File: src/rtl/sample_trigger_arbiter.sv
// Round-robin trigger arbiter sharing one sampler trigger among NUM_REQ sources, with post-issue holdoff.
// Optional: define TRIG_DROP_CNT_EN to add the drop_count/drop_clear overwrite counter.
module sample_trigger_arbiter #(
    parameter int NUM_REQ  = 3,
    parameter int SAMPLE_W = 4,
    parameter int HOLDOFF  = 16
) (
    input  logic                         clock,
    input  logic                         reset_n,
    input  logic [NUM_REQ-1:0]           req_valid,
    input  logic [NUM_REQ*SAMPLE_W-1:0]  req_sample,
    output logic [NUM_REQ-1:0]           req_pending,
    output logic                         trig_valid,
    input  logic                         trig_ready,
    output logic [SAMPLE_W-1:0]          trig_sample,
    output logic [$clog2(NUM_REQ)-1:0]   grant_id,
    output logic                         busy
`ifdef TRIG_DROP_CNT_EN
    ,
    input  logic                         drop_clear,
    output logic [15:0]                  drop_count
`endif
);

    localparam int GW = $clog2(NUM_REQ);

    localparam logic [1:0] ST_IDLE  = 2'd0;
    localparam logic [1:0] ST_ISSUE = 2'd1;
    localparam logic [1:0] ST_HOLD  = 2'd2;

    logic [1:0]          state;
    logic [GW-1:0]       last;
    logic [7:0]          hold_cnt;
    logic [SAMPLE_W-1:0] slot [NUM_REQ];
    logic [NUM_REQ-1:0]  capture;
    logic                grant_hit;
    logic [GW-1:0]       grant_idx;
    logic                do_grant;

    always_comb begin
        capture = '0;
        for (int i = 0; i < NUM_REQ; i++) begin
            capture[i] = req_valid[i] && (req_sample[i*SAMPLE_W +: SAMPLE_W] != '0);
        end
    end

    // Search starts just past the last winner so every requester gets a turn.
    always_comb begin
        int idx;
        idx       = 0;
        grant_hit = 1'b0;
        grant_idx = '0;
        for (int k = 1; k <= NUM_REQ; k++) begin
            idx = (int'(last) + k) % NUM_REQ;
            if (!grant_hit && req_pending[GW'(idx)]) begin
                grant_hit = 1'b1;
                grant_idx = GW'(idx);
            end
        end
    end

    assign do_grant = (state == ST_IDLE) && grant_hit;
    assign busy     = (state != ST_IDLE);

    always_ff @(posedge clock) begin
        if (!reset_n) begin
            state       <= ST_IDLE;
            last        <= GW'(NUM_REQ - 1);
            hold_cnt    <= '0;
            trig_valid  <= 1'b0;
            trig_sample <= '0;
            grant_id    <= '0;
            req_pending <= '0;
            for (int i = 0; i < NUM_REQ; i++) begin
                slot[i] <= '0;
            end
        end else begin
            case (state)
                ST_IDLE: begin
                    if (grant_hit) begin
                        trig_sample <= slot[grant_idx];
                        grant_id    <= grant_idx;
                        last        <= grant_idx;
                        trig_valid  <= 1'b1;
                        state       <= ST_ISSUE;
                    end
                end
                ST_ISSUE: begin
                    if (trig_ready) begin
                        trig_valid <= 1'b0;
                        if (HOLDOFF == 0) begin
                            state <= ST_IDLE;
                        end else begin
                            hold_cnt <= 8'(HOLDOFF - 1);
                            state    <= ST_HOLD;
                        end
                    end
                end
                ST_HOLD: begin
                    if (hold_cnt == '0) begin
                        state <= ST_IDLE;
                    end else begin
                        hold_cnt <= hold_cnt - 8'd1;
                    end
                end
                default: state <= ST_IDLE;
            endcase

            // A capture on the grant edge keeps the slot pending with the new ID.
            for (int i = 0; i < NUM_REQ; i++) begin
                if (capture[i]) begin
                    slot[i]        <= req_sample[i*SAMPLE_W +: SAMPLE_W];
                    req_pending[i] <= 1'b1;
                end else if (do_grant && (grant_idx == GW'(i))) begin
                    req_pending[i] <= 1'b0;
                end
            end
        end
    end

`ifdef TRIG_DROP_CNT_EN
    logic [NUM_REQ-1:0] grant_mask;
    logic               overwrite;

    always_comb begin
        grant_mask = '0;
        if (do_grant) begin
            grant_mask[grant_idx] = 1'b1;
        end
    end

    assign overwrite = |(capture & req_pending & ~grant_mask);

    always_ff @(posedge clock) begin
        if (!reset_n) begin
            drop_count <= '0;
        end else if (drop_clear) begin
            drop_count <= '0;
        end else if (overwrite && (drop_count != 16'hFFFF)) begin
            drop_count <= drop_count + 16'd1;
        end
    end
`endif

endmodule
File: config.mk
export PLATFORM = sky130hd
export DESIGN_NAME = sample_trigger_arbiter
export DESIGN_NICKNAME = d
export VERILOG_FILES = /design/src/rtl/sample_trigger_arbiter.sv
export SDC_FILE = /design/constraint.sdc
export NUM_CORES = 1
export LEC_CHECK = 0
export ABC_AREA = 1
export ABC_CLOCK_PERIOD_IN_PS = 3000
export CAP_MARGIN = 20
export CORE_MARGIN = 2
export CORE_UTILIZATION = 50
export CTS_CLUSTER_DIAMETER = 100
export DETAILED_ROUTE_END_ITERATION = 10
export GPL_TIMING_DRIVEN = 0
export PLACE_DENSITY = 0.75
export SYNTH_ARGS = -nofsm -noshare
export SYNTH_HDL_FRONTEND = slang
export SYNTH_SLANG_ARGS = --single-unit
File: constraint.sdc
create_clock -name clock -period 3 [get_ports clock]
set_input_delay 0.45 -clock clock [delete_from_list [all_inputs] [get_ports clock]]
set_output_delay 0.45 -clock clock [all_outputs]
set_load 0.01 [all_outputs]
==> flow_summary.yaml, run 1 <==
clock_network:
  h-tree-depth: 2
  cts_resized: 0
  post_cts_buffers: 0
  clockBufferDepth: 2
  path_clk_slew_ns: 0.10
  root_buffer: "clkbuf_4"
  clk-insertion-delay-late_ns: 0.33
  cts_sinks: 33
  cts_tree: "built"
  ctsHoldBuffers: 0
  numCtsBuffers: 5
placement:
  gp_congestion: 0.830
  hpwlAfterDp_mm: 2.78
  portBuffers: 28
detailed_routing:
  ant_nets: 0
  drc: 0
  avgViaCountPerCell: 4.84
  routedWlPerCell_um: 11.2
  drt_iter0_markers: 95
  vias: 1591
  dr.pass1.iters: 5
  drt-total-wl_mm: 3.68
job:
  max_cap_viol_count: 0
setup_path:
  crit_type: "reg2reg"
  arrival_ns: 2.40
  worst-path-max-fanout: 8
  worstPathRequired_ns: 3.27
  startpoint_type: "flop"
  end_kind: "flop"
floorplan:
  ios: 29
  initial_core_util_pct: 53.6
  rows: 21
  coreArea_mm2: 0.00342
  die_w_um: 64.5
  dieArea_mm2: 0.00416
  die_h_um: 64.5
logic_synthesis:
  synth.distinct_cells: 29
  synthTopCellsByCount: "nand2_1, inv_1, nor2_1"
  syn-mean-instance-area_um2: 7.41
  syn-num-nets: 271
  synth-async-reset-ratio_pct: 0
  synth_area_leaders: "dfxtp_1, edfxtp_1, nand2_1"
  ys_seq_area_share_pct: 42.7
  ys.flop_type: "dfxtp_1"
  yosysMostFrequentCell: "nand2_1"
  yosysTopAreaCell: "dfxtp_1"
  netlist_area_mm2: 0.00183
  synth_top_area_share_pct: 23.0
  ys.warnings.count: 0
  ys_seq_elements: 33
  synth_edf_count: 12
  synth_cells: 247
pwr:
  ir_worst_vdd_mv: 0.416
  power_density_mw_per_mm2: 931
  leakagePower_nw: 1.06
cells_and_area:
  nets: 306
  n_antenna_cell: 0
  area_growth_pct: 23.1
  drive_gt1_share_pct: 8.83
  utilization_pct: 66.0
sta:
  slew_headroom_pct: 62.3
  max_freq_mhz: 468
  period_minus_slack_ns: 2.14
  rsz0062_at_grt: "no"
  maxSlewViolCount: 0
  tightest_slew_ns: 0.566
  fin_crit_sh_pct: 71.3
  setup_violations: 0
  finalClockSkew_ns: 0.00437
  hold_violations: 0
  final.setup.tns_ns: 0
global_routing:
  grt_pass1_vias: 1476
  grt_first_pass_wirelength_mm: 6.40
  antenna_found_initial: 0
  grt_max_degree: 11
  groute.usage.overall_pct: 19.8
  grt-ovfl-total: 0
run_status:
  status: "finished, final reports clean"
min_path:
  hold_class: "reg2reg"
## registers in the layout, indices dropped and copies added, names as in the netlist
name	count
trig_valid	1
req_pending	3
last	1
trig_sample	4
grant_id	2
slot	12
state	2
hold_cnt	8
## placed cells by master (no fill, tap or decap)
cell	instances
a41oi_1	3
nand3_2	3
xor2_1	3
buf_4	1
a21oi_1	8
a311oi_1	1
inv_2	3
nand2_1	49
ha_1	6
nor4_1	1
o211ai_1	1
a31oi_1	2
buf_6	1
inv_1	48
bufinv_16	1
o31ai_1	2
clkbuf_8	1
o21ai_1	2
clkbuf_1	4
clkbuf_4	5
nand3b_1	1
edfxtp_1	12
nand3_1	26
a21oi_2	4
dfxtp_1	21
nand2_2	3
clkdlybuf4s50_1	28
o21ai_0	7
nand2_4	1
nand4_1	3
nor2_4	1
nor2_1	30
nor2_2	1
## layout make-up
class / instances / area, um2
multi-input combinational: 158 / 828
buffer: 5 / 30.0
inverter: 51 / 191
clock inverter: 1 / 30.0
tap: 46 / 57.6
sequential: 33 / 781
fill: 321 / 1160
clock buffer: 7 / 55.1
timing repair buffer: 28 / 280
## metrics by stage
step / hold slack (ns) / total power [mW] / cell area, um2 / std cells / worst slack, ns
after floorplan: 0.462 / 1.46 / 1830 / 247 / 1.14
after detailed placement: 0.468 / 1.75 / 2170 / 321 / 0.778
after global placement: 0.465 / 1.74 / 2170 / 321 / 0.808
after global routing: 0.516 / 2.28 / 2250 / 329 / 0.610
after CTS: 0.488 / 2.11 / 2250 / 329 / 0.879
final: 0.491 / 2.10 / 2250 / 329 / 0.862
## routing by layer
metal	share of wire (%)	global-route usage, %	up-vias
met2	43	29.4	43
met3	5.6	3.99	2
met1	51	27.8	687
li1	-	-	859
met4	0.62	8.78	0
met5	0	0	-
## critical path: stages, from the launching register on
cell and delay (ns):
dfxtp_1 0.42, inv_1 0.08, ha_1 0.41, inv_2 0.08, nand3_1 0.11, inv_1 0.05
a31oi_1 0.20, nand2_2 0.17, nor2_2 0.25, nand3_1 0.16, a21oi_2 0.14
## kinds of logic after synthesis
group           Yosys count  synth area share [%]
xor+xnor                  3                  1.44
buf+inv                  56                  12.1
compound gates           30                  10.4
simple gates            119                  29.3
flops                    33                  42.7
fa+ha+maj                 6                  4.10
## report_power, final
part	switching, mW	internal (mW)
logic	0.696	0.427
clock network	0.144	0.199
registers	0.0650	0.566
## final timing paths
path,start,end,slack [ns],cells after the start
max,grant_id[0]$_SDFFE_PN0P_,trig_sample[2]$_SDFFE_PN0P_,0.86,10
min,trig_valid$_SDFFE_PN0P_,trig_valid$_SDFFE_PN0P_,0.49,2
max reg2reg,grant_id[0]$_SDFFE_PN0P_,trig_sample[2]$_SDFFE_PN0P_,0.86,10
min reg2reg,trig_valid$_SDFFE_PN0P_,trig_valid$_SDFFE_PN0P_,0.49,2
Power figures use the tool's default switching activity.
==> run 2, diff against run 1 <==
--- a/config.mk
+++ b/config.mk
@@ -6,10 +6,10 @@
 export NUM_CORES = 1
 export LEC_CHECK = 0
 export ABC_AREA = 1
-export ABC_CLOCK_PERIOD_IN_PS = 3000
+export ABC_CLOCK_PERIOD_IN_PS = 1720
 export CAP_MARGIN = 20
 export CORE_MARGIN = 2
-export CORE_UTILIZATION = 50
+export CORE_UTILIZATION = 48
 export CTS_CLUSTER_DIAMETER = 100
 export DETAILED_ROUTE_END_ITERATION = 10
 export GPL_TIMING_DRIVEN = 0
==> constraint.sdc (replaced) <==
create_clock -name clock -period 1.72 [get_ports clock]
set_input_delay 0.258 -clock clock [delete_from_list [all_inputs] [get_ports clock]]
set_output_delay 0.258 -clock clock [all_outputs]
set_load 0.01 [all_outputs]
==> run 2 against run 1 <==
The flow now finishes with violations (negative setup slack); combinational power up 130%; clock power is 66% higher; hold slack gained 0.0027 ns; count of clock-buffer cells in the layout unchanged; register-to-register slack got worse by 0.98 ns; flip-flop and latch count unchanged; critical path depth up 2; via count is 5.4% higher; critical endpoint is now req_pending[2]$_SDFFE_PN0P_.
==> flow_summary.yaml, run 2 (synthesis results as in run 1) <==
detailed_routing:
  drt_iter0_markers: 148
  avgViaCountPerCell: 4.92
  drc: 0
  drt-total-wl_mm: 3.96
  vias: 1677
  ant_nets: 0
  routedWlPerCell_um: 11.6
  dr.pass1.iters: 4
sta:
  slew_headroom_pct: 61.9
  hold_violations: 0
  setup_ws_ns: -0.114
  finalClockSkew_ns: 0.00581
  setup_violations: 10
  final.setup.tns_ns: -0.865
  period_minus_slack_ns: 1.83
  fin_crit_sh_pct: 107
  maxSlewViolCount: 0
  max_freq_mhz: 545
  rsz0062_at_grt: "yes"
  tightest_slew_ns: 0.571
clock_network:
  cts_tree: "built"
  path_clk_slew_ns: 0.07
  numCtsBuffers: 5
  root_buffer: "clkbuf_8"
  clockBufferDepth: 2
  cts_sinks: 33
  h-tree-depth: 2
  ctsHoldBuffers: 0
  clk-insertion-delay-late_ns: 0.29
cells_and_area:
  drive_gt1_share_pct: 18.1
  largest_reg_flops: 12
  largest_register: "slot"
  reg.largest.list: "slot: 12 flops, hold_cnt: 8 flops, trig_sample: 4 flops"
  utilization_pct: 66.8
  final_common_cell: "nand2_1"
  area_growth_pct: 33.6
  fin_cells: 341
  nets: 316
  n_antenna_cell: 0
  layout_common_cells: "nand2_1, inv_1, nor2_1"
global_routing:
  gr-usage-met3_pct: 4.62
  grt_max_degree: 11
  groute.usage.overall_pct: 20.6
  grt_most_used_layer: "met2"
  grt_first_pass_wirelength_mm: 6.73
  grt_use_met1_pct: 26.6
  met2_usage_pct: 33.1
  grt_pass1_vias: 1573
  grt-ovfl-total: 0
  antenna_found_initial: 0
setup_path:
  slowest_stage: "dfxtp_4"
  path_buf_inv: 3
  r2r-end: "req_pending[2]$_SDFFE_PN0P_"
  crit_end: "req_pending[2]$_SDFFE_PN0P_"
  worst-path-max-fanout: 8
  regToRegSetupSlack_ns: -0.11
  startpoint_type: "flop"
  cp_top_family: "simple AND/OR/NAND/NOR gates"
  slowest_delay_ns: 0.36
  end_kind: "flop"
  crit_type: "reg2reg"
  critical_path.startpoint: "grant_id[0]$_SDFFE_PN0P_"
  r2r.worst_path.cells: 12
  worstPathRequired_ns: 1.87
  worstSetupPathDepth: 12
  r2r_start: "grant_id[0]$_SDFFE_PN0P_"
  crit_path_cell_trace: "inv_4 -> ha_4 -> inv_4 -> nand3_4 -> nand2_4 -> nor2_4 -> nand4_1 -> nand2_4 -> buf_4 -> nand3_2 -> nand2_1 -> a21oi_1"
  arrival_ns: 1.99
placement:
  gp_congestion: 0.863
  portBuffers: 28
  hpwlAfterDp_mm: 2.90
  dp_cells: 323
min_path:
  hold_start: "trig_valid$_SDFFE_PN0P_"
  hold_class: "reg2reg"
  holdPathStages: 2
run_status:
  violations: "negative setup slack"
  status: "finished with violations"
pwr:
  p_total_mw: 4.21
  power_density_mw_per_mm2: 1720
  ir_worst_vdd_mv: 0.766
  leakagePower_nw: 1.12
floorplan:
  ios: 29
  die_h_um: 65.8
  rows: 22
  initial_core_util_pct: 50.0
  die_w_um: 65.8
  coreArea_mm2: 0.00366
  dieArea_mm2: 0.00432
job:
  max_cap_viol_count: 0
## run 2: cell count changes in the layout (fill, tap and decap cells not counted), sizes merged
cell,previous run,this run
clkinvlp,0,1
bufinv,1,0
buf,2,12
## run 2: worst min path at each step
stage	end	slack (ns)
floorplan	state[0]$_SDFFE_PN0P_	0.36
global placement	trig_valid$_SDFFE_PN0P_	0.47
detailed placement	trig_valid$_SDFFE_PN0P_	0.47
CTS	trig_valid$_SDFFE_PN0P_	0.49
global route	trig_valid$_SDFFE_PN0P_	0.50
finish	trig_valid$_SDFFE_PN0P_	0.49
## run 2: stage by stage
stage | hold slack [ns] | setup slack [ns] | instance area [um2]
3_5_place_dp | 0.468 | -0.262 | 2200
3_3_place_gp | 0.469 | -0.239 | 2200
4_1_cts | 0.486 | -0.0908 | 2370
5_1_grt | 0.496 | -0.195 | 2450
6_report | 0.493 | -0.114 | 2450
2_1_floorplan | 0.358 | 0.0263 | 1860
## run 2: report_power, final
part	switching [mW]	internal (mW)
Combinational	1.44	1.08
Clock	0.284	0.286
Sequential	0.124	0.996
## run 2: what timing repair did
action	CTS	global route
setup endpoints to repair	11	25
gates cloned	1	0
gates resized for setup	12	15
pin swaps	8	9
buffers inserted	6	3
## run 2: per-layer routing
layer	up-vias	wire, um
li1	878	-
met1	751	1850
met2	42	1860
met3	6	172
met4	0	72
met5	-	0
## run 2: worst reg2reg max path, cell delays in order (launching register included)
cell and delay [ns]:
dfxtp_4 0.36, inv_4 0.04, ha_4 0.31, inv_4 0.06, nand3_4 0.06, nand2_4 0.05
nor2_4 0.17, nand4_1 0.17, nand2_4 0.17, buf_4 0.13, nand3_2 0.06, nand2_1 0.06
a21oi_1 0.06
## run 2: final cells by class
cell class	instances	area (um2)
Buffer	5	31.3
Clock buffer	7	76.3
Clock inverter	1	7.51
Fill cell	318	1210
Inverter	51	201
Multi-Input combinational cell	158	928
Sequential cell	33	786
Tap cell	48	60.1
Timing Repair Buffer	38	355
==> run 3, diff against run 2 <==
--- a/config.mk
+++ b/config.mk
@@ -13,7 +13,9 @@
 export CTS_CLUSTER_DIAMETER = 100
 export DETAILED_ROUTE_END_ITERATION = 10
 export GPL_TIMING_DRIVEN = 0
+export MAX_ROUTING_LAYER = met4
 export PLACE_DENSITY = 0.75
+export SLEW_MARGIN = 25
 export SYNTH_ARGS = -nofsm -noshare
 export SYNTH_HDL_FRONTEND = slang
 export SYNTH_SLANG_ARGS = --single-unit
==> run 3 against run 2 <==
The run still ends with negative setup slack left; global-route usage is 0.55 points higher; critical endpoint unchanged; largest power group unchanged; sequential power is essentially flat; power is essentially flat; hold slack barely moved; non-clock buffer count unchanged; clock skew about the same; first-iteration DRC count unchanged; maximum frequency unchanged; count of clock-buffer cells in the layout unchanged.
==> flow_summary.yaml, run 3 (synthesis results as in run 1) <==
run_status:
  status: "finished with violations"
  violations: "negative setup slack"
floorplan:
  dieArea_mm2: 0.00432
  ios: 29
  rows: 22
  die_h_um: 65.8
  initial_core_util_pct: 50.0
  die_w_um: 65.8
  coreArea_mm2: 0.00366
sta:
  final.setup.tns_ns: -0.865
  hold_slack_ns: 0.493
  tightest_slew_ns: 0.571
  fin_crit_sh_pct: 107
  period_minus_slack_ns: 1.83
  setup_violations: 10
  rsz0062_at_grt: "yes"
  finalClockSkew_ns: 0.00581
  hold_violations: 0
  max_freq_mhz: 545
  maxSlewViolCount: 0
  slew_headroom_pct: 61.9
  setup_ws_ns: -0.114
detailed_routing:
  vias: 1677
  drt_iter0_markers: 148
  avgViaCountPerCell: 4.92
  drc: 0
  ant_nets: 0
  dr.pass1.iters: 4
  drt-total-wl_mm: 3.96
  routedWlPerCell_um: 11.6
min_path:
  holdPathStages: 2
  holdPathEnd: "trig_valid$_SDFFE_PN0P_"
  hold_class: "reg2reg"
  hold_start: "trig_valid$_SDFFE_PN0P_"
cells_and_area:
  reg.largest.list: "slot: 12 flops, hold_cnt: 8 flops, trig_sample: 4 flops"
  nets: 316
  drive_gt1_share_pct: 18.1
  largest_reg_flops: 12
  largest_register: "slot"
  area_growth_pct: 33.6
  n_antenna_cell: 0
  fin_cells: 341
  layout_common_cells: "nand2_1, inv_1, nor2_1"
  final_common_cell: "nand2_1"
  design_area_mm2: 0.00245
setup_path:
  slowest_delay_ns: 0.36
  crit_path_cell_trace: "inv_4 -> ha_4 -> inv_4 -> nand3_4 -> nand2_4 -> nor2_4 -> nand4_1 -> nand2_4 -> buf_4 -> nand3_2 -> nand2_1 -> a21oi_1"
  regToRegSetupSlack_ns: -0.11
  startpoint_type: "flop"
  worstSetupPathDepth: 12
  worst-path-max-fanout: 8
  cp_top_family: "simple AND/OR/NAND/NOR gates"
  r2r.worst_path.cells: 12
  path_buf_inv: 3
  arrival_ns: 1.99
  r2r-end: "req_pending[2]$_SDFFE_PN0P_"
  worstPathRequired_ns: 1.87
  crit_type: "reg2reg"
  slowest_stage: "dfxtp_4"
  end_kind: "flop"
  r2r_start: "grant_id[0]$_SDFFE_PN0P_"
global_routing:
  grt_max_degree: 11
  groute.usage.overall_pct: 21.1
  grt_first_pass_wirelength_mm: 6.72
  grt-ovfl-total: 0
  antenna_found_initial: 0
  grt_pass1_vias: 1574
pwr:
  switchingPower_mw: 1.85
  leakagePower_nw: 1.12
  seq_power_share_pct: 26.6
  power_density_mw_per_mm2: 1720
  swShare_pct: 43.9
  p_clk_share_pct: 13.5
  p_comb_share_pct: 59.9
  ir_worst_vdd_mv: 0.766
  cellInternalPower_mw: 2.36
placement:
  gp_congestion: 0.877
  dpl_worst_slack_ns: -0.262
  hpwlAfterDp_mm: 2.90
  dp_cells: 323
  placed_area_mm2: 0.00220
  portBuffers: 28
clock_network:
  h-tree-depth: 2
  path_clk_slew_ns: 0.07
  root_buffer: "clkbuf_8"
  cts_tree: "built"
  clockBufferDepth: 2
  numCtsBuffers: 5
  ctsHoldBuffers: 0
  cts_sinks: 33
  clk-insertion-delay-late_ns: 0.29
job:
  max_cap_viol_count: 0
[run 3: cell counts in the layout (fill, tap and decap cells not counted)]
No cell type changed its count.
[run 3: metal layers]
layer  vias to the layer above  global-route usage (%)  wire length, um
li1                        878                       -                -
met1                       751                    26.6             1850
met2                        42                    33.1             1860
met3                         6                    4.62              172
met5                         -                       -                0
met4                         0                    8.59               72
[run 3: how the worst max path moves through the flow]
stage	end	from	slack, ns
finish	req_pending[2]$_SDFFE_PN0P_	grant_id[0]$_SDFFE_PN0P_	-0.11
global route	trig_sample[3]$_SDFFE_PN0P_	grant_id[0]$_SDFFE_PN0P_	-0.19
CTS	trig_sample[0]$_SDFFE_PN0P_	grant_id[0]$_SDFFE_PN0P_	-0.09
detailed placement	slot[1][1]$_SDFFCE_PN0P_	req_sample[6]	-0.26
global placement	slot[1][2]$_SDFFCE_PN0P_	req_sample[7]	-0.24
floorplan	trig_sample[0]$_SDFFE_PN0P_	last[1]$_SDFFE_PN1P_	0.03
[run 3: timing repair]
item / in CTS / in global routing
gates cloned: 1 / 0
buffers inserted: 6 / 3
setup endpoints to repair: 11 / 25
pin swaps: 8 / 9
resized for setup: 12 / 15
[run 3: per-stage QoR]
stage               utilization, %  power (mW)
finish                        66.8        4.21
global placement              60.2        3.13
floorplan                        -        2.64
global route                  66.8        4.53
CTS                           64.9        3.99
detailed placement            60.2        3.16
[run 3: cell type report]
type,count,area (um2)
buffer,5,31.3
clock buffer,7,76.3
clock inverter,1,7.51
timing repair buffer,38,355
multi-input combinational,158,928
tap,48,60.1
sequential,33,786
inverter,51,201
fill,318,1210
[run 3: tightest hold or removal path: stages, from the launching register on]
cell     delay, ns
dfxtp_1       0.32
nand3_1       0.07
nand2_1       0.06
[run 3: power groups by stage]
stage               sequential (mW)  clock [mW]  combinational, mW
floorplan                      1.12           0               1.52
global placement               1.12           0               2.01
detailed placement             1.12           0               2.04
CTS                            1.12       0.577               2.29
global route                   1.14       0.613               2.78
finish                         1.12       0.570               2.52
